`config.mk`:
```
export PLATFORM = sky130hd
export DESIGN_NAME = pc_sequencer_flat
export DESIGN_NICKNAME = d
export VERILOG_FILES = /design/src/rtl/pc_sequencer_if.sv /design/src/rtl/pc_sequencer.sv /design/src/flat_wrapper.sv
export SDC_FILE = /design/constraint.sdc
export NUM_CORES = 1
export LEC_CHECK = 0
export CORE_MARGIN = 5
export CORE_UTILIZATION = 52
export DETAILED_ROUTE_END_ITERATION = 10
export PLACE_DENSITY = 0.87
export REMOVE_ABC_BUFFERS = 1
export SETUP_SLACK_MARGIN = 0.2
export SLEW_MARGIN = 10
export SYNTH_ARGS = -nofsm -noshare
export SYNTH_HDL_FRONTEND = slang
export SYNTH_SLANG_ARGS = --single-unit
```
`constraint.sdc`:
```
create_clock -name clk -period 12.44 [get_ports clk]
set_input_delay 2.488 -clock clk [delete_from_list [all_inputs] [get_ports clk]]
set_output_delay 2.488 -clock clk [all_outputs]
set_load 0.01 [all_outputs]
```
`src/rtl/pc_sequencer_if.sv`:
```
// -----------------------------------------------------------------------------
// pc_sequencer_if
//
// Bundle between the control/CSR side and the registered PC sequencer.
//
// Request side (driven by control/CSR, modport master):
//   pc_stall         hold request from the hazard unit
//   write_done       data-memory write complete (0 behaves like pc_stall=1)
//   trapped          trap entry request
//   trap_return      mret request
//   jump             JAL/JALR redirect request
//   branch_taken     conditional branch taken
//   inst_compressed  current instruction is 16-bit
//   jump_target      jump destination
//   imm              branch offset, two's complement
//   trap_target      mtvec-derived handler address
//   return_target    mepc
//
// Response side (driven by the sequencer, modport slave):
//   pc                current registered PC
//   next_pc           value pc takes at the next edge
//   redirect_pending  a buffered redirect waits for the stall to release
//   misaligned        one-cycle pulse for a dropped misaligned target
//   misaligned_addr   offending target, valid while misaligned=1
// -----------------------------------------------------------------------------
interface pc_sequencer_if #(
    parameter int XLEN = 32
);
    logic            pc_stall;
    logic            write_done;
    logic            trapped;
    logic            trap_return;
    logic            jump;
    logic            branch_taken;
    logic            inst_compressed;
    logic [XLEN-1:0] jump_target;
    logic [XLEN-1:0] imm;
    logic [XLEN-1:0] trap_target;
    logic [XLEN-1:0] return_target;

    logic [XLEN-1:0] pc;
    logic [XLEN-1:0] next_pc;
    logic            redirect_pending;
    logic            misaligned;
    logic [XLEN-1:0] misaligned_addr;

    modport master (
        output pc_stall, write_done, trapped, trap_return, jump, branch_taken,
               inst_compressed, jump_target, imm, trap_target, return_target,
        input  pc, next_pc, redirect_pending, misaligned, misaligned_addr
    );

    modport slave (
        input  pc_stall, write_done, trapped, trap_return, jump, branch_taken,
               inst_compressed, jump_target, imm, trap_target, return_target,
        output pc, next_pc, redirect_pending, misaligned, misaligned_addr
    );
endinterface

```
`src/rtl/pc_sequencer.sv`:
```
// -----------------------------------------------------------------------------
// pc_sequencer
//
// Registered program-counter unit for the RV32 core. Picks the next PC by
// priority (trap > mret > jump > taken branch > sequential), holds the PC
// during stalls and keeps one buffered redirect so a redirect raised while
// stalled is applied when the stall releases instead of being lost.
//
// Ports:
//   clk    system clock, rising edge
//   reset  synchronous, active-high reset (wins over every other input)
//   bus    pc_sequencer_if.slave: request inputs and PC outputs
//
// Parameters:
//   XLEN          PC / address width (must match the interface instance)
//   RESET_VECTOR  PC loaded by reset
//   COMPRESSED    1: +2 stepping allowed, alignment checked on bit [0]
//                 0: always +4, alignment checked on bits [1:0]
// -----------------------------------------------------------------------------
module pc_sequencer #(
    parameter int              XLEN         = 32,
    parameter logic [XLEN-1:0] RESET_VECTOR = '0,
    parameter bit              COMPRESSED   = 1'b0
) (
    input  logic                 clk,
    input  logic                 reset,
    pc_sequencer_if.slave        bus
);

    // Priority class of a redirect. Jump and branch share a class: they are
    // mutually exclusive in a real instruction stream.
    typedef enum logic [1:0] {
        CLS_NONE   = 2'd0,
        CLS_JB     = 2'd1,
        CLS_MRET   = 2'd2,
        CLS_TRAP   = 2'd3
    } req_class_e;

    localparam logic [1:0] ALIGN_MASK = COMPRESSED ? 2'b01 : 2'b11;

    // Architectural state
    logic [XLEN-1:0] pc_q;
    logic            pend_valid_q;
    req_class_e      pend_cls_q;
    logic [XLEN-1:0] pend_target_q;
    logic            mis_q;
    logic [XLEN-1:0] mis_addr_q;

    // Next-state values
    logic [XLEN-1:0] pc_d;
    logic            pend_valid_d;
    req_class_e      pend_cls_d;
    logic [XLEN-1:0] pend_target_d;
    logic            mis_d;
    logic [XLEN-1:0] mis_addr_d;

    // Request decode
    logic            stall;
    logic [XLEN-1:0] seq_pc;
    req_class_e      req_cls;
    logic [XLEN-1:0] req_target;
    logic            req_bad;
    logic            req_beats_pend;

    assign stall  = bus.pc_stall | ~bus.write_done;
    assign seq_pc = pc_q + ((COMPRESSED && bus.inst_compressed) ? XLEN'(2) : XLEN'(4));

    // Winning request. With no redirect the target falls back to the
    // sequential PC, so the unstalled path below needs no extra case.
    always_comb begin : request_select
        // NOTE: every combinational output gets a default first so no path
        // leaves it unassigned and no latch is inferred.
        req_cls    = CLS_NONE;
        req_target = seq_pc;
        if (bus.trapped) begin
            req_cls    = CLS_TRAP;
            req_target = bus.trap_target & ~XLEN'(3);
        end else if (bus.trap_return) begin
            req_cls    = CLS_MRET;
            req_target = bus.return_target;
        end else if (bus.jump) begin
            req_cls    = CLS_JB;
            req_target = bus.jump_target;
        end else if (bus.branch_taken) begin
            req_cls    = CLS_JB;
            req_target = pc_q + bus.imm;
        end
    end

    // Trap targets are forced aligned and never flagged.
    assign req_bad = ((req_cls == CLS_MRET) || (req_cls == CLS_JB))
                     && (|(req_target[1:0] & ALIGN_MASK));

    // A fresh request overrides a buffered one only at equal or higher class.
    assign req_beats_pend = (req_cls != CLS_NONE)
                            && (!pend_valid_q || (req_cls >= pend_cls_q));

    always_comb begin : next_state
        pc_d          = pc_q;
        pend_valid_d  = pend_valid_q;
        pend_cls_d    = pend_cls_q;
        pend_target_d = pend_target_q;
        mis_d         = 1'b0;
        mis_addr_d    = mis_addr_q;

        if (req_bad) begin
            // Dropped outright: pc and buffer untouched, the trap unit is
            // expected to follow up with a trap request.
            mis_d      = 1'b1;
            mis_addr_d = req_target;
        end else if (stall) begin
            if (req_beats_pend) begin
                pend_valid_d  = 1'b1;
                pend_cls_d    = req_cls;
                pend_target_d = req_target;
            end
        end else begin
            pend_valid_d = 1'b0;
            if (pend_valid_q && !req_beats_pend) begin
                pc_d = pend_target_q;
            end else begin
                pc_d = req_target;
            end
        end
    end

    always_ff @(posedge clk) begin : state_reg
        // NOTE: sequential state uses non-blocking assignments so every
        // register samples the pre-edge values of the others.
        if (reset) begin
            pc_q          <= RESET_VECTOR;
            pend_valid_q  <= 1'b0;
            pend_cls_q    <= CLS_NONE;
            pend_target_q <= '0;
            mis_q         <= 1'b0;
            mis_addr_q    <= '0;
        end else begin
            pc_q          <= pc_d;
            pend_valid_q  <= pend_valid_d;
            pend_cls_q    <= pend_cls_d;
            pend_target_q <= pend_target_d;
            mis_q         <= mis_d;
            mis_addr_q    <= mis_addr_d;
        end
    end

    assign bus.pc               = pc_q;
    // Reset is folded in so next_pc is exact on the reset edge too.
    assign bus.next_pc          = reset ? RESET_VECTOR : pc_d;
    assign bus.redirect_pending = pend_valid_q;
    assign bus.misaligned       = mis_q;
    assign bus.misaligned_addr  = mis_addr_q;

endmodule

```
`src/flat_wrapper.sv`:
```
// flat-port wrapper written by rule: the top's interface ports become plain ports
module pc_sequencer_flat 
#(
    parameter int              XLEN         = 32,
    parameter logic [XLEN-1:0] RESET_VECTOR = '0,
    parameter bit              COMPRESSED   = 1'b0
)
  (clk, reset, bus_pc_stall, bus_write_done, bus_trapped, bus_trap_return, bus_jump, bus_branch_taken, bus_inst_compressed, bus_jump_target, bus_imm, bus_trap_target, bus_return_target, bus_pc, bus_next_pc, bus_redirect_pending, bus_misaligned, bus_misaligned_addr);
  pc_sequencer_if #(.XLEN(XLEN)) bus_i ();
  input  logic clk;
  input  logic reset;
  input wire logic [$bits(bus_i.pc_stall)-1:0] bus_pc_stall;
  input wire logic [$bits(bus_i.write_done)-1:0] bus_write_done;
  input wire logic [$bits(bus_i.trapped)-1:0] bus_trapped;
  input wire logic [$bits(bus_i.trap_return)-1:0] bus_trap_return;
  input wire logic [$bits(bus_i.jump)-1:0] bus_jump;
  input wire logic [$bits(bus_i.branch_taken)-1:0] bus_branch_taken;
  input wire logic [$bits(bus_i.inst_compressed)-1:0] bus_inst_compressed;
  input wire logic [$bits(bus_i.jump_target)-1:0] bus_jump_target;
  input wire logic [$bits(bus_i.imm)-1:0] bus_imm;
  input wire logic [$bits(bus_i.trap_target)-1:0] bus_trap_target;
  input wire logic [$bits(bus_i.return_target)-1:0] bus_return_target;
  output wire logic [$bits(bus_i.pc)-1:0] bus_pc;
  output wire logic [$bits(bus_i.next_pc)-1:0] bus_next_pc;
  output wire logic [$bits(bus_i.redirect_pending)-1:0] bus_redirect_pending;
  output wire logic [$bits(bus_i.misaligned)-1:0] bus_misaligned;
  output wire logic [$bits(bus_i.misaligned_addr)-1:0] bus_misaligned_addr;
  assign bus_i.pc_stall = bus_pc_stall;
  assign bus_i.write_done = bus_write_done;
  assign bus_i.trapped = bus_trapped;
  assign bus_i.trap_return = bus_trap_return;
  assign bus_i.jump = bus_jump;
  assign bus_i.branch_taken = bus_branch_taken;
  assign bus_i.inst_compressed = bus_inst_compressed;
  assign bus_i.jump_target = bus_jump_target;
  assign bus_i.imm = bus_imm;
  assign bus_i.trap_target = bus_trap_target;
  assign bus_i.return_target = bus_return_target;
  assign bus_pc = bus_i.pc;
  assign bus_next_pc = bus_i.next_pc;
  assign bus_redirect_pending = bus_i.redirect_pending;
  assign bus_misaligned = bus_i.misaligned;
  assign bus_misaligned_addr = bus_i.misaligned_addr;
  pc_sequencer #(.XLEN(XLEN), .RESET_VECTOR(RESET_VECTOR), .COMPRESSED(COMPRESSED)) u_core (.clk(clk), .reset(reset), .bus(bus_i));
endmodule
```
==> reports/metrics.csv <==
stage,metric,value,unit
route,wire_per_inst,22.2,um
pwr,p_leak,0.00401,uW
finish,seqCellArea,2000,um^2
global_route,grt_pass1_vias,8283,
setup_path,critPathArrivalTime,7.49,ns
die,die_w,130,um
synth,netlist_instances,1035,
synth,yosysMostFrequentCell,nand2_1,
route,drcViolationCount,0,
sta,clock.fmax,100,MHz
sta,worst_pin_slew,1.03,ns
placement,gp_congestion,0.933,
synth,ys_seq_area_share,26.6,%
sta,hold_ws,0.457,ns
sta,fin_worst_skew,0.0149,ns
setup_path,crit_start,bus_branch_taken,
sta,timing.setup.tns,0,ns
placement,dpl.hpwl,23300,um
finish,stdcell_area,10200,um^2
setup_path,worstSetupStartpointType,input port,
setup_path,cp_max_fo,28,
placement,io_buffers,231,
finish,antenna_cells,0,
route,viasPerCell,6.39,
global_route,grt_max_degree,68,
synth,syn_avg_cell_area,7.28,um^2
finish,instances_no_fill,1410,
cts,cts_buffer_depth,2,
route,drt-initial-drc-count,1166,
pwr,powerDensity,103,nW/um^2
global_route,antenna_found_initial,1,
setup_path,crit_type,input port to output pin,
cts,cts-root-buf,clkbuf_16,
route,wl,31200,um
setup_path,cp-end-kind,output pin,
setup_path,r2r_cells,12,
finish,nNetsFinal,1395,
synth,synth_ff_type,dfxtp_1,
sta,drv_slew,0,
sta,period_needed,9.98,ns
synth,yosysWarnings,0,
synth,ys_ff_latch,100,
cts,postCtsSetupBuffers,0,
cts,cts-resized-gates,0,
synth,synth.area.top_cells,"dfxtp_1 27%, nand2_1 7.5%, a21oi_1 7.4%",
cts,htree_levels,3,
finish,area_growth,35.8,%
finish,finalCoreUtilization,71.2,%
synth,synthDistinctLibCells,81,
global_route,grt-ovfl-total,0,
setup_path,critical_path_required,9.95,ns
sta,maxSlewHeadroom,30.5,%
cts,hold_buffers,0,
finish,n_fill_cell,1187,
die,die_h,130,um
die,start_util,52.4,%
sta,rsz0062_at_grt,false,
route,drt_first_pass_iters,6,
sta,hold_violations,0,
finish,layout-drive-gt1-share,5.14,%
cts,clkSinkCount,100,
synth,synth_top_area_share,26.6,%
die,dieArea,17000,um^2
cts,cts-buffers-inserted,9,
synth,synthArstFlopShare,0,%
synth,synth_edf_count,0,
setup_path,r2r_end,u_core.pend_target_q[17],
cts,clock_latency,0.35,ns
cts,clk_pin_slew,0.07,ns
min_path,hold_class,register to register,
route,vias,9008,
finish,multi_input_comb_area,5170,um^2
placement,placed_cells,1395,
outcome,status,finished clean,
synth,synth_commonest_cells,"151 x nand2_1, 116 x nor2_1, 111 x a21oi_1",
die,ios,235,
cts,cts_tree,yes,
sta,finalCritPeriodShare,80.2,%
global_route,grt_pass1_wl,46800,um
setup_path,crit_end,bus_next_pc[15],
sta,setup_viol,0,
global_route,grt_use_total,35.4,%
route,ant_nets,0,
die,core_area,14400,um^2
placement,placed_area,9910,um^2
synth,synth_area,7530,um^2
pwr,peakVddDrop,0.0902,mV
synth,yosys.area.top_type,dfxtp_1,
setup_path,rrSetupSlack,8.21,ns
job,maxCapViolations,0,
setup_path,timing.rr.start,u_core.bus.pc[0],
die,fp-row-count,44,
[through the flow]
stage          power, uW  setup WS, ns
6_report            1060          2.46
3_5_place_dp         742          2.68
4_1_cts             1050          2.66
3_3_place_gp         737          2.78
5_1_grt             1100          2.35
2_1_floorplan        565          3.36
[flip-flops by register name, summed over array words and instances (netlist names)]
signal	count
u_core.bus.misaligned_addr	32
u_core.bus.pc	32
u_core.pend_target_q	32
u_core.pend_cls_q	2
u_core.bus.misaligned	1
u_core.bus.redirect_pending	1
[routing by layer]
metal	part of all wire, %	track usage [%]	up-vias
met5	0.045	0	-
met4	4.0	14.3	2
met3	11	5.12	85
met2	44	53.5	582
met1	42	50.8	4180
li1	-	-	4159
[worst min path at each step]
| stage | from | end | slack, ns | cells after the start |
|---|---|---|---|---|
| floorplan | u_core.pend_target_q[10] | u_core.pend_target_q[10] | 0.43 | 2 |
| global placement | u_core.bus.misaligned_addr[12] | u_core.bus.misaligned_addr[12] | 0.44 | 2 |
| detailed placement | u_core.bus.misaligned_addr[18] | u_core.bus.misaligned_addr[18] | 0.45 | 2 |
| CTS | u_core.bus.misaligned_addr[12] | u_core.bus.misaligned_addr[12] | 0.46 | 2 |
| global route | u_core.pend_target_q[26] | u_core.pend_target_q[26] | 0.47 | 2 |
| finish | u_core.pend_target_q[25] | u_core.pend_target_q[25] | 0.46 | 2 |
[final cells by class]
cell class | instances | share of cell area (%)
tap | 184 | 2.25
inverter | 23 | 0.844
sequential | 100 | 19.6
clock inverter | 5 | 0.807
clock buffer | 10 | 2.34
timing repair buffer | 246 | 23.7
multi-input combinational | 842 | 50.5
[cell families (layout without fill, tap and decap cells)]
group | Yosys count | after routing | synth area share, %
and+or+nand+nor | 402 | 402 | 24.8
xor gates and xnor gates | 43 | 43 | 5.00
adders and majority gates | 36 | 36 | 6.08
muxes | 16 | 16 | 2.14
buffers and inverters | 93 | 284 | 5.05
AOI/OAI and AO/OA | 345 | 345 | 30.4
DFF | 100 | 100 | 26.6
[cell usage in the layout, fill, tap and decap left out, types with 8 or more instances in the layout]
cell / n
nand3_1: 36
a31oi_1: 9
a221oi_1: 11
nand4_1: 11
a211oi_1: 28
a21o_1: 20
a21oi_1: 110
and3_1: 9
xnor2_1: 18
nand2b_1: 9
ha_1: 35
clkdlybuf4s50_1: 230
nand2_1: 151
nor3_1: 27
o21a_1: 8
dfxtp_1: 100
inv_1: 23
o21ai_0: 56
o22ai_1: 14
nor2_1: 114
buf_4: 15
clkbuf_16: 9
a311oi_1: 13
mux2i_1: 15
xor2_1: 25
[worst max-delay path, cell delays in order]
cell and delay [ns]:
clkdlybuf4s50_1 0.45, buf_4 0.36, inv_1 0.41, nand2_1 0.43
a21oi_1 0.19, ha_1 0.31, o21ai_0 0.09, a31oi_1 0.36
nand2b_1 0.55, buf_4 0.43, o221ai_1 0.21, a21oi_1 0.18
o21ai_0 0.10, a21oi_1 0.28, clkdlybuf4s50_1 0.61
[power by group]
| group | switching [uW] | internal, uW |
|---|---|---|
| clock network | 126 | 182 |
| logic | 206 | 162 |
| registers | 31.3 | 349 |
| total | 363 | 693 |
Note: power is estimated with default switching activity, not from simulation.
==> variant 1: new RTL, config.mk and constraints unchanged <==
Reset style: asynchronous (`reset`), changed in one clocked block. Comments in the files are not updated.
--- a/src/rtl/pc_sequencer.sv
+++ b/src/rtl/pc_sequencer.sv
@@ -125,5 +125,5 @@
     end
 
-    always_ff @(posedge clk) begin : state_reg
+    always_ff @(posedge clk or posedge reset) begin : state_reg
         // NOTE: sequential state uses non-blocking assignments so every
         // register samples the pre-edge values of the others.
Function: differs if reset is asserted again (counterexample within 4 cycles, from zero or initial values and one cycle with reset high); with reset held inactive, the same outputs for 4 cycles.
==> variant 1 against the original RTL <==
  * Register-to-register slack better by 0.36 ns
  * Setup slack worse by 0.45 ns
  * Worst hold slack better by 0.027 ns
  * Sequential cell count stayed put
  * Clock skew is 0.00056 ns lower
  * Die area is 5.4% higher
  * Wire length is 5.7% higher
  * Cell count is 0.92% lower
  * Final area is 4.9% higher
  * Sequential share of layout area is 3.7 points higher
  * Area after synthesis is 5.8% higher
  * Largest cell class unchanged
Power is not compared: it rests on default switching activity, and its combinational part moved more than twofold at a synthesized area within 25%.
==> variant 1: results (changes against the original RTL) <==
metric;value;unit;change
setup bufs post-CTS;0;;unchanged
Synth area leaders;dfrtp_1, o21ai_0, nand2_1;;was dfxtp_1, nand2_1, a21oi_1
R2R depth;10;;was 12
Avg Cell Area, Syn;7.94;µm²;was 7.28 µm²
Synth Area in Compound Gates;31.0;%;was 30.4%
first-pass GRT wire length;50.9;mm;was 46.8 mm
ANT cells;0;;unchanged
Synth Area in XOR/XNOR;4.17;%;was 5.00%
vias in the first global route;8935;;was 8283
gpl congestion;0.985;;was 0.933
most frequent cells after synthesis;nand2_1, o21ai_0, dfrtp_1;;was nand2_1, nor2_1, a21oi_1
slew at the pin with the worst max-slew slack;1.01;ns;was 1.03 ns
clock skew;0.0143;ns;was 0.0149 ns
DP Wirelength;24.0;mm;was 23.3 mm
fraction of layout cells with a size suffix above 1;5.71;%;was 5.14%
mux contribution to synthesized area;1.91;%;was 2.14%
Global Route met1 Usage;50.5;%;was 50.8%
min-delay src;u_core.bus.misaligned_addr[7];;was u_core.pend_target_q[25]
RR Endpoint;u_core.pend_target_q[12];;was u_core.pend_target_q[17]
DP Area;0.0104;mm²;was 0.00991 mm²
met3 WL post-DR;3.58;mm;was 3.29 mm
total clock buffers created by CTS;9;;unchanged
Synth async-reset ratio;100;%;was 0%
Max IR drop VDD;0.000107;V;
Post-Synth Adder-Cell Area;5.74;%;was 6.08%
drt wl/cell;23.6;µm;was 22.2 µm
outcome;completed;;unchanged
H-tree depth;3;;unchanged
Crit path max-delay family;buffers and inverters;;unchanged
r2r setup slk;8.57;ns;was 8.21 ns
post_cts resized;0;;unchanged
Reg2Reg Launch Point;u_core.bus.pc[0];;unchanged
fillers;1222;;was 1187
CP Max Fanout;58;;was 28
most used flip-flop cell after synthesis;dfrtp_1;;was dfxtp_1
final wirelength;33.0;mm;was 31.2 mm
Critical-path top delay cell;nor2_1;;was clkdlybuf4s50_1
largest net degree at the start of global routing;69;;was 68
Max clock buf depth;2;;unchanged
Hold Slack;0.484;ns;was 0.457 ns
wire length on met1;13.7;mm;was 13.0 mm
sequential area share after synthesis;31.4;%;was 26.6%
GRT Total Usage;36.3;%;was 35.4%
CP max stage delay;0.72;ns;was 0.61 ns
worst slack, placed;2.19;ns;was 2.68 ns
vias per std cell;6.47;;was 6.39
Worst-Skew Late Latency;0.37;ns;was 0.35 ns
Distinct cells, synth;80;;was 81
Nets;1377;;was 1395
Max Used Layer;met4;;was met5
Worst Hold Path EP;u_core.bus.misaligned_addr[7];;was u_core.pend_target_q[25]
WP data arrival;7.95;ns;was 7.49 ns
met3 Usage GRT;7.95;%;was 5.12%
initial drt markers;1101;;was 1166
metal2 WL;14.6;mm;was 13.6 mm
met2 usage;55.0;%;was 53.5%
drt pass-1 iters;5;;was 6
[variant 1: layout make-up]
| type | count | area, µm² | area share, % |
|---|---|---|---|
| clock inverters | 7 | 103 | 0.956 |
| inverters | 20 | 77.6 | 0.723 |
| well taps | 188 | 235 | 2.19 |
| clock buffers | 9 | 225 | 2.10 |
| repair buffers | 247 | 2430 | 22.7 |
| flip-flops and latches | 100 | 2500 | 23.3 |
| multi-input cells | 826 | 5160 | 48.1 |
[variant 1: worst max-delay path by stage]
stage / start / endpoint / slack [ns] / cells past startpoint
after global routing: bus_trap_return / bus_next_pc[24] / 1.81 / 15
after detailed placement: bus_trap_return / bus_next_pc[24] / 2.19 / 15
after CTS: bus_trap_return / bus_next_pc[24] / 2.17 / 15
final: bus_trap_return / bus_next_pc[24] / 2.01 / 15
after global placement: bus_trap_return / bus_next_pc[15] / 2.26 / 15
after floorplan: bus_jump / bus_next_pc[29] / 3.37 / 10
==> variant 2: new RTL, config.mk and constraints unchanged <==
Made on the original files. `XLEN` is set to 32 in 3 places; all go to 64.
--- a/src/rtl/pc_sequencer_if.sv
+++ b/src/rtl/pc_sequencer_if.sv
@@ -25,5 +25,5 @@
 // -----------------------------------------------------------------------------
 interface pc_sequencer_if #(
-    parameter int XLEN = 32
+    parameter int XLEN = 64
 );
     logic            pc_stall;
--- a/src/rtl/pc_sequencer.sv
+++ b/src/rtl/pc_sequencer.sv
@@ -19,5 +19,5 @@
 // -----------------------------------------------------------------------------
 module pc_sequencer #(
-    parameter int              XLEN         = 32,
+    parameter int              XLEN         = 64,
     parameter logic [XLEN-1:0] RESET_VECTOR = '0,
     parameter bit              COMPRESSED   = 1'b0
--- a/src/flat_wrapper.sv
+++ b/src/flat_wrapper.sv
@@ -2,5 +2,5 @@
 module pc_sequencer_flat 
 #(
-    parameter int              XLEN         = 32,
+    parameter int              XLEN         = 64,
     parameter logic [XLEN-1:0] RESET_VECTOR = '0,
     parameter bit              COMPRESSED   = 1'b0
Interface: changed (7 resized); port bits go from 235 to 459. The function was not compared with the original's and may differ.
==> variant 2 against the original RTL <==
  * Final area increased by 96%
  * Wire length increased by 120%
  * Setup slack improved by 0.37 ns
  * Non-clock buffer count increased by 236
  * Area after synthesis increased by 96%
  * Power increased by 96%
  * Utilization increased by 0.79 points
  * Register-to-register slack got worse by 0.55 ns
  * Via count increased by 110%
  * Sequential cell count increased by 96
==> variant 2: results (changes against the original RTL) <==
metric;value;unit;change
outcome;completed;;unchanged
Synth area leaders;dfxtp_1, nand2_1, a21oi_1;;unchanged
Crit path max-delay family;compound AO/OA/AOI/OAI gates;;was buffers and inverters
clock skew;0.0147;ns;was 0.0149 ns
final setup fails;0;;unchanged
initial drt markers;2275;;was 1166
fraction of layout cells with a size suffix above 1;4.95;%;was 5.14%
most used flip-flop cell after synthesis;dfxtp_1;;unchanged
total clock buffers created by CTS;17;;was 9
GRT Total Usage;41.5;%;was 35.4%
Nets;2726;;was 1395
initial antenna violation count;13;;was 1
CP Max Fanout;5;;was 28
most frequent cells after synthesis;nand2_1, a21oi_1, dfxtp_1;;was nand2_1, nor2_1, a21oi_1
final wirelength;69.8;mm;was 31.2 mm
Critical-path top delay cell;a2111oi_2;;was clkdlybuf4s50_1
largest net degree at the start of global routing;90;;was 68
WP data arrival;7.12;ns;was 7.49 ns
met3 Usage GRT;9.77;%;was 5.12%
Max IR drop VDD;0.0000791;V;was 0.0000902 V
sequential area share after synthesis;26.6;%;about the same
slew at the pin with the worst max-slew slack;1.12;ns;was 1.03 ns
Distinct cells, synth;88;;was 81
port buffer count;455;;was 231
Worst-path clk slew;0.08;ns;
Max clock buf depth;2;;unchanged
setup bufs post-CTS;0;;unchanged
Hold WC Path Type;reg -> reg;;unchanged
met2 usage;66.1;%;was 53.5%
drt pass-1 iters;7;;was 6
Worst-Skew Late Latency;0.46;ns;was 0.35 ns
post_cts resized;0;;unchanged
gpl congestion;1.04;;was 0.933
routed via count;18500;;was 9008
Synth Warn #;0;;unchanged
root buffer cell;clkbuf_16;;unchanged
DP Wirelength;50.9;mm;was 23.3 mm
Leakage;7.59;nW;was 4.01 nW
first-pass GRT wire length;102;mm;was 46.8 mm
Synth async-reset ratio;0;%;unchanged
CP max stage delay;0.79;ns;was 0.61 ns
Global Route met1 Usage;51.5;%;was 50.8%
H-tree depth;4;;was 3
==> variant 2: changes by cell type in the layout (fill, tap and decap cells not counted), moves of 20 or more <==
cell / delta
nand2_1: +146
dfxtp_1: +96
o21a_1: +21
nand4_1: +22
a21oi_1: +106
ha_1: +32
o21ai_0: +109
clkdlybuf4s50_1: +220
o22ai_1: +24
xnor2_1: +42
o211ai_1: +20
nor2_1: +45
a31oi_1: +46
==> variant 2: through the flow <==
stage | instances | power, W | setup WS (ns) | util (%) | instance area (µm²)
CTS | 2784 | 0.00205 | 2.99 | 71.9 | 20000
floorplan | 1892 | 0.00111 | 1.17 | - | 14200
global route | 2795 | 0.00214 | 2.77 | 72.0 | 20100
global placement | 2752 | 0.00144 | 3.04 | 69.7 | 19400
detailed placement | 2752 | 0.00146 | 3.02 | 69.7 | 19400
finish | 2795 | 0.00207 | 2.83 | 72.0 | 20100
==> variant 2: per-layer routing <==
metal | wire length, µm | part of all wire (%)
met1 | 25800 | 37
met2 | 31200 | 45
met3 | 8440 | 12
met4 | 4410 | 6.3
met5 | 13 | 0.019
==> variant 2: area by class of cell <==
type	count	area, µm²
Fill cell	2261	7800
Tap cell	378	473
Clock inverter	14	180
Inverter	34	129
Clock buffer	18	429
Timing Repair Buffer	482	4730
Sequential cell	196	3920
Multi-Input combinational cell	1662	10200
Antenna cell	11	27.5
==> variant 2: cell families (layout without fill, tap and decap cells) <==
logic type,count (synthesis),count (layout),synth area share [%]
buffers and inverters,179,548,4.75
xor gates and xnor gates,101,101,6.00
DFF,196,196,26.6
adders and majority gates,68,68,5.82
AOI/OAI and AO/OA,766,766,33.1
and+or+nand+nor,715,715,22.9
muxes,12,12,0.840
other,0,11,0
==> variant 2: worst paths after layout <==
| path | start | end | slack, ns | depth (start not counted) |
|---|---|---|---|---|
| hold / removal | u_core.bus.misaligned_addr[40] | u_core.bus.misaligned_addr[40] | 0.46 | 2 |
| setup reg to reg | u_core.bus.pc[0] | u_core.pend_target_q[25] | 7.66 | 14 |
| setup / recovery | bus_imm[0] | bus_next_pc[46] | 2.83 | 16 |
| hold reg to reg | u_core.bus.misaligned_addr[40] | u_core.bus.misaligned_addr[40] | 0.46 | 2 |
==> variant 2: worst register-to-register path, delay by kind of cell, from the launching register on <==
kind | cells | cell delay [ns]
AOI/OAI and AO/OA | 5 | 0.84
adders and majority gates | 2 | 0.67
buffers and inverters | 3 | 1.25
DFF | 1 | 0.42
and+or+nand+nor | 4 | 1.52
==> variant 2: report_power, final <==
part           switching, W  internal, W
Clock              0.000312     0.000291
Combinational      0.000414     0.000317
Sequential        0.0000541     0.000684
